--- src/rtl/proc_pkg.sv ---
// -----------------------------------------------------------------------------
// proc_pkg -- shared encodings for the processor control unit.
//   Opcodes (IR[15:13]), bus source select codes (Sel), branch condition
//   codes (IR[11:9] of op 7), controller state encodings, bit positions in
//   the ctl control word and a helper mapping a register number to its Sel.
// -----------------------------------------------------------------------------
package proc_pkg;

  typedef enum logic [2:0] {
    OP_MV  = 3'd0,
    OP_MVT = 3'd1,
    OP_ADD = 3'd2,
    OP_SUB = 3'd3,
    OP_LD  = 3'd4,
    OP_ST  = 3'd5,
    OP_AND = 3'd6,
    OP_B   = 3'd7
  } opcode_t;

  // Bus source select; R0..R7 occupy codes 0..7 so a register number maps
  // straight onto its select code.
  typedef enum logic [3:0] {
    SEL_R0     = 4'd0,
    SEL_R7     = 4'd7,
    SEL_DIN    = 4'd8,
    SEL_IMM    = 4'd9,
    SEL_IMM_HI = 4'd10,
    SEL_G      = 4'd11
  } sel_t;

  typedef enum logic [2:0] {
    COND_AL = 3'd0,
    COND_EQ = 3'd1,
    COND_NE = 3'd2,
    COND_CC = 3'd3,
    COND_CS = 3'd4,
    COND_PL = 3'd5,
    COND_MI = 3'd6,
    COND_BL = 3'd7
  } cond_t;

  typedef enum logic [2:0] {
    ST_IDLE   = 3'd0,
    ST_FETCH  = 3'd1,
    ST_WAIT_I = 3'd2,
    ST_T1     = 3'd3,
    ST_T2     = 3'd4,
    ST_T3     = 3'd5,
    ST_WAIT_D = 3'd6,
    ST_ERR    = 3'd7
  } proc_state_t;

  // ctl = {IRin, Ain, Gin, AddSub, ALUand, ADDRin, DOUTin, W_D, pc_incr}
  localparam int CTL_IRIN   = 8;
  localparam int CTL_AIN    = 7;
  localparam int CTL_GIN    = 6;
  localparam int CTL_ADDSUB = 5;
  localparam int CTL_ALUAND = 4;
  localparam int CTL_ADDRIN = 3;
  localparam int CTL_DOUTIN = 2;
  localparam int CTL_WD     = 1;
  localparam int CTL_PCINCR = 0;

  // Rin bit positions of the link register and the program counter
  localparam int RIN_LR = 6;
  localparam int RIN_PC = 7;

  function automatic logic [3:0] reg_sel(input logic [2:0] r);
    return {1'b0, r};
  endfunction

endpackage

--- src/rtl/proc_ctrl_if.sv ---
// -----------------------------------------------------------------------------
// proc_ctrl_if -- bundle between the control unit and the datapath/memory.
//   Run, IR, flags, mem_ready : datapath/memory -> controller
//   Sel, Rin, ctl, flags_we   : controller -> datapath
//   Done, err                 : controller status
//   state                     : current controller state (observation only)
// Modports: master = controller side, slave = datapath side.
// -----------------------------------------------------------------------------
interface proc_ctrl_if;

  logic                   Run;
  logic [15:0]            IR;
  logic [2:0]             flags;      // {c, n, z}
  logic                   mem_ready;
  logic [3:0]             Sel;
  logic [7:0]             Rin;
  logic [8:0]             ctl;
  logic                   flags_we;
  logic                   Done;
  logic                   err;
  proc_pkg::proc_state_t  state;

  modport master (
    input  Run, IR, flags, mem_ready,
    output Sel, Rin, ctl, flags_we, Done, err, state
  );

  modport slave (
    output Run, IR, flags, mem_ready,
    input  Sel, Rin, ctl, flags_we, Done, err, state
  );

endinterface

--- src/rtl/proc_cond_eval.sv ---
// -----------------------------------------------------------------------------
// proc_cond_eval -- branch condition evaluation.
//   i_cond  : condition code from IR[11:9]
//   i_flags : {c, n, z} from the datapath flag register
//   o_taken : 1 when the branch should be taken
// Build option PROC_CTRL_BL_EN: when defined, cond 7 (bl) is always taken;
// otherwise cond 7 is never taken.
// -----------------------------------------------------------------------------
module proc_cond_eval
  import proc_pkg::*;
(
  input  logic [2:0] i_cond,
  input  logic [2:0] i_flags,
  output logic       o_taken
);

  logic w_c;
  logic w_n;
  logic w_z;

  assign w_c = i_flags[2];
  assign w_n = i_flags[1];
  assign w_z = i_flags[0];

  always_comb begin
    o_taken = 1'b0;
    case (i_cond)
      COND_AL: o_taken = 1'b1;
      COND_EQ: o_taken = w_z;
      COND_NE: o_taken = ~w_z;
      COND_CC: o_taken = ~w_c;
      COND_CS: o_taken = w_c;
      COND_PL: o_taken = ~w_n;
      COND_MI: o_taken = w_n;
`ifdef PROC_CTRL_BL_EN
      COND_BL: o_taken = 1'b1;
`else
      COND_BL: o_taken = 1'b0;
`endif
      default: o_taken = 1'b0;
    endcase
  end

endmodule

--- src/rtl/proc_ctrl.sv ---
// -----------------------------------------------------------------------------
// proc_ctrl -- multi-cycle control unit for a 16-bit processor.
//   CLOCK_50 : system clock, all state changes on the rising edge
//   Resetn   : asynchronous active-low reset
//   bus      : proc_ctrl_if.master (Run, IR, flags, mem_ready in;
//              Sel, Rin, ctl, flags_we, Done, err, state out)
// Parameter MEM_WAIT_MAX: cycles allowed in WAIT_I/WAIT_D without mem_ready
// before the sticky bus error is raised and the controller parks in ERR.
// Build option PROC_CTRL_BL_EN: branch cond 7 becomes bl (link into r6).
// Outputs are decoded from the state register, so an asserted reset forces
// them to zero without waiting for a clock edge.
// -----------------------------------------------------------------------------
module proc_ctrl
  import proc_pkg::*;
#(
  parameter int MEM_WAIT_MAX = 15
) (
  input  logic        CLOCK_50,
  input  logic        Resetn,
  proc_ctrl_if.master bus
);

  localparam int CW = (MEM_WAIT_MAX > 1) ? $clog2(MEM_WAIT_MAX) : 1;

  proc_state_t r_state;
  proc_state_t w_state_next;
  logic [CW-1:0] r_wait_cnt;
  logic [CW-1:0] w_cnt_next;
  logic          r_err;

  logic [3:0] w_sel;
  logic [7:0] w_rin;
  logic [8:0] w_ctl;
  logic       w_flags_we;
  logic       w_done;

  // instruction fields
  opcode_t    w_op;
  logic       w_imm;
  logic [2:0] w_rx;
  logic [2:0] w_ry;
  logic [3:0] w_src_sel;
  logic [7:0] w_rx_onehot;
  logic       w_taken;
  logic       w_is_bl;
  logic       w_in_wait;
  logic       w_cnt_last;
  logic       w_unused;

  assign w_op      = opcode_t'(bus.IR[15:13]);
  assign w_imm     = bus.IR[12];
  assign w_rx      = bus.IR[11:9];
  assign w_ry      = bus.IR[2:0];
  assign w_src_sel = w_imm ? SEL_IMM : reg_sel(w_ry);
  // the immediate value itself is consumed by the datapath, not here
  assign w_unused  = ^bus.IR[8:3];

  genvar gi;
  generate
    for (gi = 0; gi < 8; gi++) begin : g_rx_dec
      assign w_rx_onehot[gi] = (w_rx == 3'(gi));
    end
  endgenerate

  proc_cond_eval u_cond_eval (
    .i_cond  (w_rx),
    .i_flags (bus.flags),
    .o_taken (w_taken)
  );

`ifdef PROC_CTRL_BL_EN
  assign w_is_bl = (w_rx == COND_BL);
`else
  assign w_is_bl = 1'b0;
`endif

  assign w_in_wait  = (r_state == ST_WAIT_I) || (r_state == ST_WAIT_D);
  // this is the last wait cycle allowed; mem_ready here still counts
  assign w_cnt_last = (r_wait_cnt == CW'(MEM_WAIT_MAX - 1));

  always_comb begin
    w_state_next = r_state;
    w_sel        = SEL_R0;
    w_rin        = '0;
    w_ctl        = '0;
    w_flags_we   = 1'b0;
    w_done       = 1'b0;

    case (r_state)
      ST_IDLE: begin
        if (bus.Run) w_state_next = ST_FETCH;
      end

      ST_FETCH: begin
        w_sel              = SEL_R7;
        w_ctl[CTL_ADDRIN]  = 1'b1;
        w_ctl[CTL_PCINCR]  = 1'b1;
        w_state_next       = ST_WAIT_I;
      end

      ST_WAIT_I: begin
        if (bus.mem_ready) begin
          w_ctl[CTL_IRIN] = 1'b1;
          w_state_next    = ST_T1;
        end else if (w_cnt_last) begin
          w_state_next = ST_ERR;
        end
      end

      ST_T1: begin
        case (w_op)
          OP_MV: begin
            w_sel  = w_src_sel;
            w_rin  = w_rx_onehot;
            w_done = 1'b1;
          end
          OP_MVT: begin
            w_sel  = SEL_IMM_HI;
            w_rin  = w_rx_onehot;
            w_done = 1'b1;
          end
          OP_ADD, OP_SUB, OP_AND: begin
            w_sel          = reg_sel(w_rx);
            w_ctl[CTL_AIN] = 1'b1;
            w_state_next   = ST_T2;
          end
          OP_LD: begin
            w_sel             = reg_sel(w_ry);
            w_ctl[CTL_ADDRIN] = 1'b1;
            w_state_next      = ST_WAIT_D;
          end
          OP_ST: begin
            w_sel             = reg_sel(w_ry);
            w_ctl[CTL_ADDRIN] = 1'b1;
            w_state_next      = ST_T2;
          end
          OP_B: begin
            if (w_taken) begin
              // bl saves the return address (current pc) into r6 here
              w_sel          = SEL_R7;
              w_ctl[CTL_AIN] = 1'b1;
              w_rin[RIN_LR]  = w_is_bl;
              w_state_next   = ST_T2;
            end else begin
              w_done = 1'b1;
            end
          end
          default: w_state_next = ST_IDLE;
        endcase
      end

      ST_T2: begin
        case (w_op)
          OP_ADD, OP_SUB, OP_AND: begin
            w_sel             = w_src_sel;
            w_ctl[CTL_GIN]    = 1'b1;
            w_ctl[CTL_ADDSUB] = (w_op == OP_SUB);
            w_ctl[CTL_ALUAND] = (w_op == OP_AND);
            w_flags_we        = 1'b1;
            w_state_next      = ST_T3;
          end
          OP_ST: begin
            w_sel             = reg_sel(w_rx);
            w_ctl[CTL_DOUTIN] = 1'b1;
            w_ctl[CTL_WD]     = 1'b1;
            w_state_next      = ST_WAIT_D;
          end
          OP_B: begin
            // pc + offset
            w_sel          = SEL_IMM;
            w_ctl[CTL_GIN] = 1'b1;
            w_state_next   = ST_T3;
          end
          default: w_state_next = ST_IDLE;
        endcase
      end

      ST_T3: begin
        case (w_op)
          OP_ADD, OP_SUB, OP_AND: begin
            w_sel  = SEL_G;
            w_rin  = w_rx_onehot;
            w_done = 1'b1;
          end
          OP_B: begin
            w_sel         = SEL_G;
            w_rin[RIN_PC] = 1'b1;
            w_done        = 1'b1;
          end
          OP_LD: begin
            w_sel  = SEL_DIN;
            w_rin  = w_rx_onehot;
            w_done = 1'b1;
          end
          default: w_state_next = ST_IDLE;
        endcase
      end

      ST_WAIT_D: begin
        if (bus.mem_ready) begin
          // a store finishes as soon as memory accepts the write
          if (w_op == OP_ST) w_done = 1'b1;
          else               w_state_next = ST_T3;
        end else if (w_cnt_last) begin
          w_state_next = ST_ERR;
        end
      end

      ST_ERR: w_state_next = ST_ERR;

      default: w_state_next = ST_IDLE;
    endcase

    // Run is only looked at here and at IDLE exit
    if (w_done) w_state_next = bus.Run ? ST_FETCH : ST_IDLE;
  end

  // wait counter restarts on every entry into a wait state
  always_comb begin
    w_cnt_next = '0;
    if (w_in_wait && (w_state_next == r_state)) w_cnt_next = r_wait_cnt + CW'(1);
  end

  always_ff @(posedge CLOCK_50 or negedge Resetn) begin
    if (!Resetn) begin
      r_state    <= ST_IDLE;
      r_wait_cnt <= '0;
      r_err      <= 1'b0;
    end else begin
      r_state    <= w_state_next;
      r_wait_cnt <= w_cnt_next;
      if (w_state_next == ST_ERR) r_err <= 1'b1;
    end
  end

  assign bus.Sel      = w_sel;
  assign bus.Rin      = w_rin;
  assign bus.ctl      = w_ctl;
  assign bus.flags_we = w_flags_we;
  assign bus.Done     = w_done;
  assign bus.err      = r_err;
  assign bus.state    = r_state;

endmodule

--- src/flat_wrapper.sv ---
// flat-port wrapper written by rule: the top's interface ports become plain ports
module proc_ctrl_flat import proc_pkg::*;
#(
  parameter int MEM_WAIT_MAX = 15
)
  (CLOCK_50, Resetn, bus_Run, bus_IR, bus_flags, bus_mem_ready, bus_Sel, bus_Rin, bus_ctl, bus_flags_we, bus_Done, bus_err, bus_state);
  proc_ctrl_if bus_i ();
  input  logic CLOCK_50;
  input  logic Resetn;
  input wire logic [$bits(bus_i.Run)-1:0] bus_Run;
  input wire logic [$bits(bus_i.IR)-1:0] bus_IR;
  input wire logic [$bits(bus_i.flags)-1:0] bus_flags;
  input wire logic [$bits(bus_i.mem_ready)-1:0] bus_mem_ready;
  output wire logic [$bits(bus_i.Sel)-1:0] bus_Sel;
  output wire logic [$bits(bus_i.Rin)-1:0] bus_Rin;
  output wire logic [$bits(bus_i.ctl)-1:0] bus_ctl;
  output wire logic [$bits(bus_i.flags_we)-1:0] bus_flags_we;
  output wire logic [$bits(bus_i.Done)-1:0] bus_Done;
  output wire logic [$bits(bus_i.err)-1:0] bus_err;
  output wire logic [$bits(bus_i.state)-1:0] bus_state;
  assign bus_i.Run = bus_Run;
  assign bus_i.IR = bus_IR;
  assign bus_i.flags = bus_flags;
  assign bus_i.mem_ready = bus_mem_ready;
  assign bus_Sel = bus_i.Sel;
  assign bus_Rin = bus_i.Rin;
  assign bus_ctl = bus_i.ctl;
  assign bus_flags_we = bus_i.flags_we;
  assign bus_Done = bus_i.Done;
  assign bus_err = bus_i.err;
  assign bus_state = bus_i.state;
  proc_ctrl #(.MEM_WAIT_MAX(MEM_WAIT_MAX)) u_core (.CLOCK_50(CLOCK_50), .Resetn(Resetn), .bus(bus_i));
endmodule
--- config.mk ---
export PLATFORM = sky130hd
export DESIGN_NAME = proc_ctrl_flat
export DESIGN_NICKNAME = d
export VERILOG_FILES = /design/src/rtl/proc_pkg.sv /design/src/rtl/proc_ctrl_if.sv /design/src/rtl/proc_cond_eval.sv /design/src/rtl/proc_ctrl.sv /design/src/flat_wrapper.sv
export SDC_FILE = /design/constraint.sdc
export NUM_CORES = 1
export LEC_CHECK = 0
export ABC_CLOCK_PERIOD_IN_PS = 1700
export BUFFER_PORTS_ARGS = -buffer_cell sky130_fd_sc_hd__buf_4
export CORE_MARGIN = 5
export CORE_UTILIZATION = 43
export CTS_CLUSTER_SIZE = 10
export DETAILED_ROUTE_END_ITERATION = 8
export PLACE_DENSITY = 0.77
export SYNTH_ARGS = -nofsm -noshare
export SYNTH_HDL_FRONTEND = slang
export SYNTH_SLANG_ARGS = --single-unit
--- constraint.sdc ---
create_clock -name CLOCK_50 -period 1.7 [get_ports CLOCK_50]
set_clock_uncertainty 0.15 [all_clocks]
set_input_delay 0.255 -clock CLOCK_50 [delete_from_list [all_inputs] [get_ports CLOCK_50]]
set_output_delay 0.255 -clock CLOCK_50 [all_outputs]
set_load 0.1 [all_outputs]
==> summary.txt, run 1 <==
status = stopped before the end
Last stage = 4_1_cts
Stop Error = [ERROR DPL-0038] Utilization greater than 100%, impossible to legalize
Num CTS Buffers = 3
top cell type by total area after synthesis = dfrtp_1
FP Rows = 18
YS warnings = 0
Post-Place Cells = 266
Gate Count Post-Synth = 161
syn_nets = 186
root buf cell = clkbuf_4
Post-synth EDFFs = 0
post-synthesis sequential area ratio = 17.5%
Clock Tree Buf Depth = 2
flops & latches, synth = 8
Die Y = 61.5 um
synth cell count leaders = 18 x nand2_1, 18 x nor2_1, 12 x a21oi_1
synthesized area = 1140 um^2
IO Count = 50
setup bufs post-CTS = 15
cts repair resizes = 103
gp weighted congestion = 1.01
Avg Cell Area, Syn = 7.10 um^2
number of I/O port buffers = 43
initial cell density of the core = 45.7%
die width = 61.5 um
clock sink count = 8
Area contributors post-synth = dfrtp_1 18%, nand2_1 5.9%, nor2_1 5.9%, a21oi_1 5.3%, nand2b_1 4.4%
hold_buf cts = 1
Most used DFF post-synth = dfrtp_1
Synth async-reset ratio = 100%
H-tree depth = 1
Cell variety after synth = 53
Post-DP HPWL = 3.40 mm
Synth top area share = 17.5%
[cells by family after synthesis]
group	after synthesis	share of synthesized area [%]
compound gates	46	28.6
xor+xnor	3	2.30
fa+ha+maj	2	2.19
buf+inv	22	10.5
flops	8	17.5
simple gates	80	38.9
[metrics by stage]
stage               cell area (um^2)  setup WS [ps]  hold WS [ps]  setup TNS, ps
floorplan                       1380          -1220          -191         -15710
global placement                1960           -589         -78.7          -9050
detailed placement              1960           -607         -71.3          -9860
==> inputs of run 2 (changes only) <==
Settings changed: ABC_CLOCK_PERIOD_IN_PS 1700 to 2210, CORE_AREA set to 5 5 66 68, CORE_MARGIN 5 to not set, CORE_UTILIZATION 43 to not set, CTS_CLUSTER_SIZE 10 to not set, DIE_AREA set to 0 0 71 73, PLACE_DENSITY 0.77 to not set, PLACE_DENSITY_LB_ADDON set to 0.15.
Clock period 1.7 ns to 2.21 ns, I/O delays scaled along.
==> run 2 against run 1 <==
  * The flow now finishes, with violations (negative setup slack)
  * Synthesized cell count stayed put
  * Area after synthesis stayed put
==> summary.txt, run 2 <==
post-synthesis sequential area ratio = 17.5%
CP Data Required Time = 1730 ps
top cell type by total area after synthesis = dfrtp_1
final core utilization = 62.0%
commonest non-fill, non-tap cell in the layout = buf_4
IO Count = 50
Post-synth EDFFs = 0
n_diodes = 0
fillers = 344
power per cell area = 999 nW/um^2
FP Rows = 23
worst vdd ir = 0.000943 V
number of I/O port buffers = 43
commonest non-fill, non-tap cells in the layout = 51 x buf_4, 20 x buf_12, 16 x nand2_1, 11 x nor2_4, 9 x nor2_1
DRT Wirelength = 4.20 mm
Setup WS post-layout = -310 ps
syn_nets = 186
Gate Count Post-Synth = 161
gp weighted congestion = 0.886
critical path fanouts, max = 4
Cell variety after synth = 53
via count = 1449
max reg flops = 4
pin count of the biggest net entering global routing = 24
root buf cell = clkbuf_8
Via-to-Cell Ratio = 5.14
fraction of layout cells with a size suffix above 1 = 56.5%
Final Hold Viols = 0
Fin Setup TNS = -1940 ps
Final min period = 2520 ps
die area = 5180 um^2
flops & latches, synth = 8
Gate power share = 82.6%
worst rel slew slack = 77.4%
first-pass GRT wire length = 6.83 mm
largest register by flop count = u_core.r_wait_cnt
failing checks = negative setup slack
# Max-Cap Violations = 0
Clock Tree Buf Depth = 2
Overflow after GRT = 0
initial cell density of the core = 30.1%
RSZ-0062 raised after global routing = yes
crit share post-route = 114%
Worst Hold Class = input port to flip-flop
Final #Nets = 258
Area contributors post-synth = dfrtp_1 18%, nand2_1 5.9%, nor2_1 5.9%, a21oi_1 5.3%, nand2b_1 4.4%
Num CTS Buffers = 3
Clk pwr share = 8.0%
Switch Pwr = 1.32 mW
Die Y = 73 um
synthesized area = 1140 um^2
switching share of power = 56.1%
Final Max Slew Viols = 0
busiest layer in global routing = met2
Layout area overhead = 106%
vias in the first global route = 1442
TritonRoute pass-1 iters = 4
WP data arrival = 2040 ps
Synth async-reset ratio = 100%
Post-Place Setup Slack = -203 ps
Static Leak = 0.964 nW
FMAX = 0.397 GHz
Avg Cell Area, Syn = 7.10 um^2
Placeable Area = 3800 um^2
H-tree depth = 1
Slowest cell on crit path = dfrtp_4
GR Util met1 = 21.5%
GRT Total Usage = 16.3%
DR DRC count = 0
CP cell instances = or3b_1, a21oi_2, nor2_1, or3_4, nor3_4, buf_12
Worst Tran Pin Value = 337 ps
CP Class = flip-flop to output pin
drt first-iter violations = 59
CTS tree = yes
met2 Use GR = 27.5%
YS warnings = 0
status = finished, violations left
Most used DFF post-synth = dfrtp_1
initial antenna violation count = 0
max incr delay on CP = 460 ps
Reg clk slew, reported paths = 40 ps
WHS = 194 ps
synth cell count leaders = 18 x nand2_1, 18 x nor2_1, 12 x a21oi_1
worst skew pair latency = 230 ps
die width = 71 um
Sequential Power Share = 9.5%
met3 Use GR = 3.31%
CP Capture Type = output pin
crit start category = flip-flop
Int Pwr = 1.03 mW
# setup viols final = 11
Synth top area share = 17.5%
antenna-violating nets left = 0
DR WL/cell = 14.9 um
Post-DP HPWL = 3.17 mm
clock sink count = 8
[run 2: layout make-up]
class / instances / area, um^2 / share of cell area [%]
Tap cell: 50 / 62.6 / 2.66
Sequential cell: 8 / 211 / 8.98
Multi-Input combinational cell: 131 / 1080 / 45.8
Timing Repair Buffer: 81 / 923 / 39.2
Inverter: 8 / 33.8 / 1.43
Clock buffer: 4 / 45.0 / 1.91
[run 2: logic make-up (layout without fill, tap and decap cells)]
logic type | after synthesis | count (layout) | share of synthesized area, %
compound gates | 46 | 46 | 28.6
xor+xnor | 3 | 3 | 2.30
fa+ha+maj | 2 | 2 | 2.19
buf+inv | 22 | 93 | 10.5
flops | 8 | 8 | 17.5
simple gates | 80 | 80 | 38.9
[run 2: path summary, 6_finish.rpt]
path / start / endpoint / slack, ps / depth (start not counted)
worst min register to register: u_core.bus.err$_DFFE_PN0N_ / u_core.bus.err$_DFFE_PN0N_ / 320 / 1
worst max register to register: u_core.bus.state[2]$_DFF_PN0_ / u_core.bus.err$_DFFE_PN0N_ / 100 / 9
max in group asynchronous: Resetn / u_core.bus.state[2]$_DFF_PN0_ / 1470 / 2
min in group asynchronous: Resetn / u_core.bus.err$_DFFE_PN0N_ / 300 / 2
worst max-delay path: u_core.bus.state[2]$_DFF_PN0_ / bus_Rin[0] / -310 / 6
worst min-delay path: bus_Run / u_core.bus.state[0]$_DFF_PN0_ / 190 / 3
[run 2: stage by stage]
step	power, mW	cell area, um^2	std cells
3_5_place_dp	1.78	1830	268
5_1_grt	2.46	2360	282
4_1_cts	2.17	2160	277
3_3_place_gp	1.78	1830	268
2_1_floorplan	1.44	1350	161
6_report	2.35	2360	282
[run 2: critical path: cells and delay by family, from the launching register on]
family,cells,cell delay (ps)
AOI/OAI and AO/OA,1,150
buffers and inverters,1,200
DFF,1,460
and+or+nand+nor,4,1000
[run 2: what timing repair did]
item,4_1_cts,5_1_grt
gates resized for setup,54,34
endpoints found under the setup margin,19,21
gates cloned,1,0
pin swaps,9,10
setup buffers,3,5
hold buffers,1,0
hold endpoints to repair,8,0
[run 2: layer usage]
| metal | share of wire, % | routed length (um) | vias to the layer above |
|---|---|---|---|
| met5 | 0 | 0 | - |
| met4 | 0.60 | 25 | 0 |
| met3 | 5.7 | 239 | 2 |
| met2 | 51 | 2140 | 48 |
| met1 | 43 | 1790 | 684 |
| li1 | - | - | 715 |
[run 2: power groups by stage]
stage          Sequential [mW]  Combinational, mW  Clock, mW
3_5_place_dp             0.220               1.56          0
5_1_grt                  0.230               2.03      0.201
6_report                 0.223               1.94      0.187
4_1_cts                  0.224               1.76      0.191
3_3_place_gp             0.219               1.56          0
2_1_floorplan            0.423               1.02          0
No activity file was read; power rests on OpenSTA's default activity.
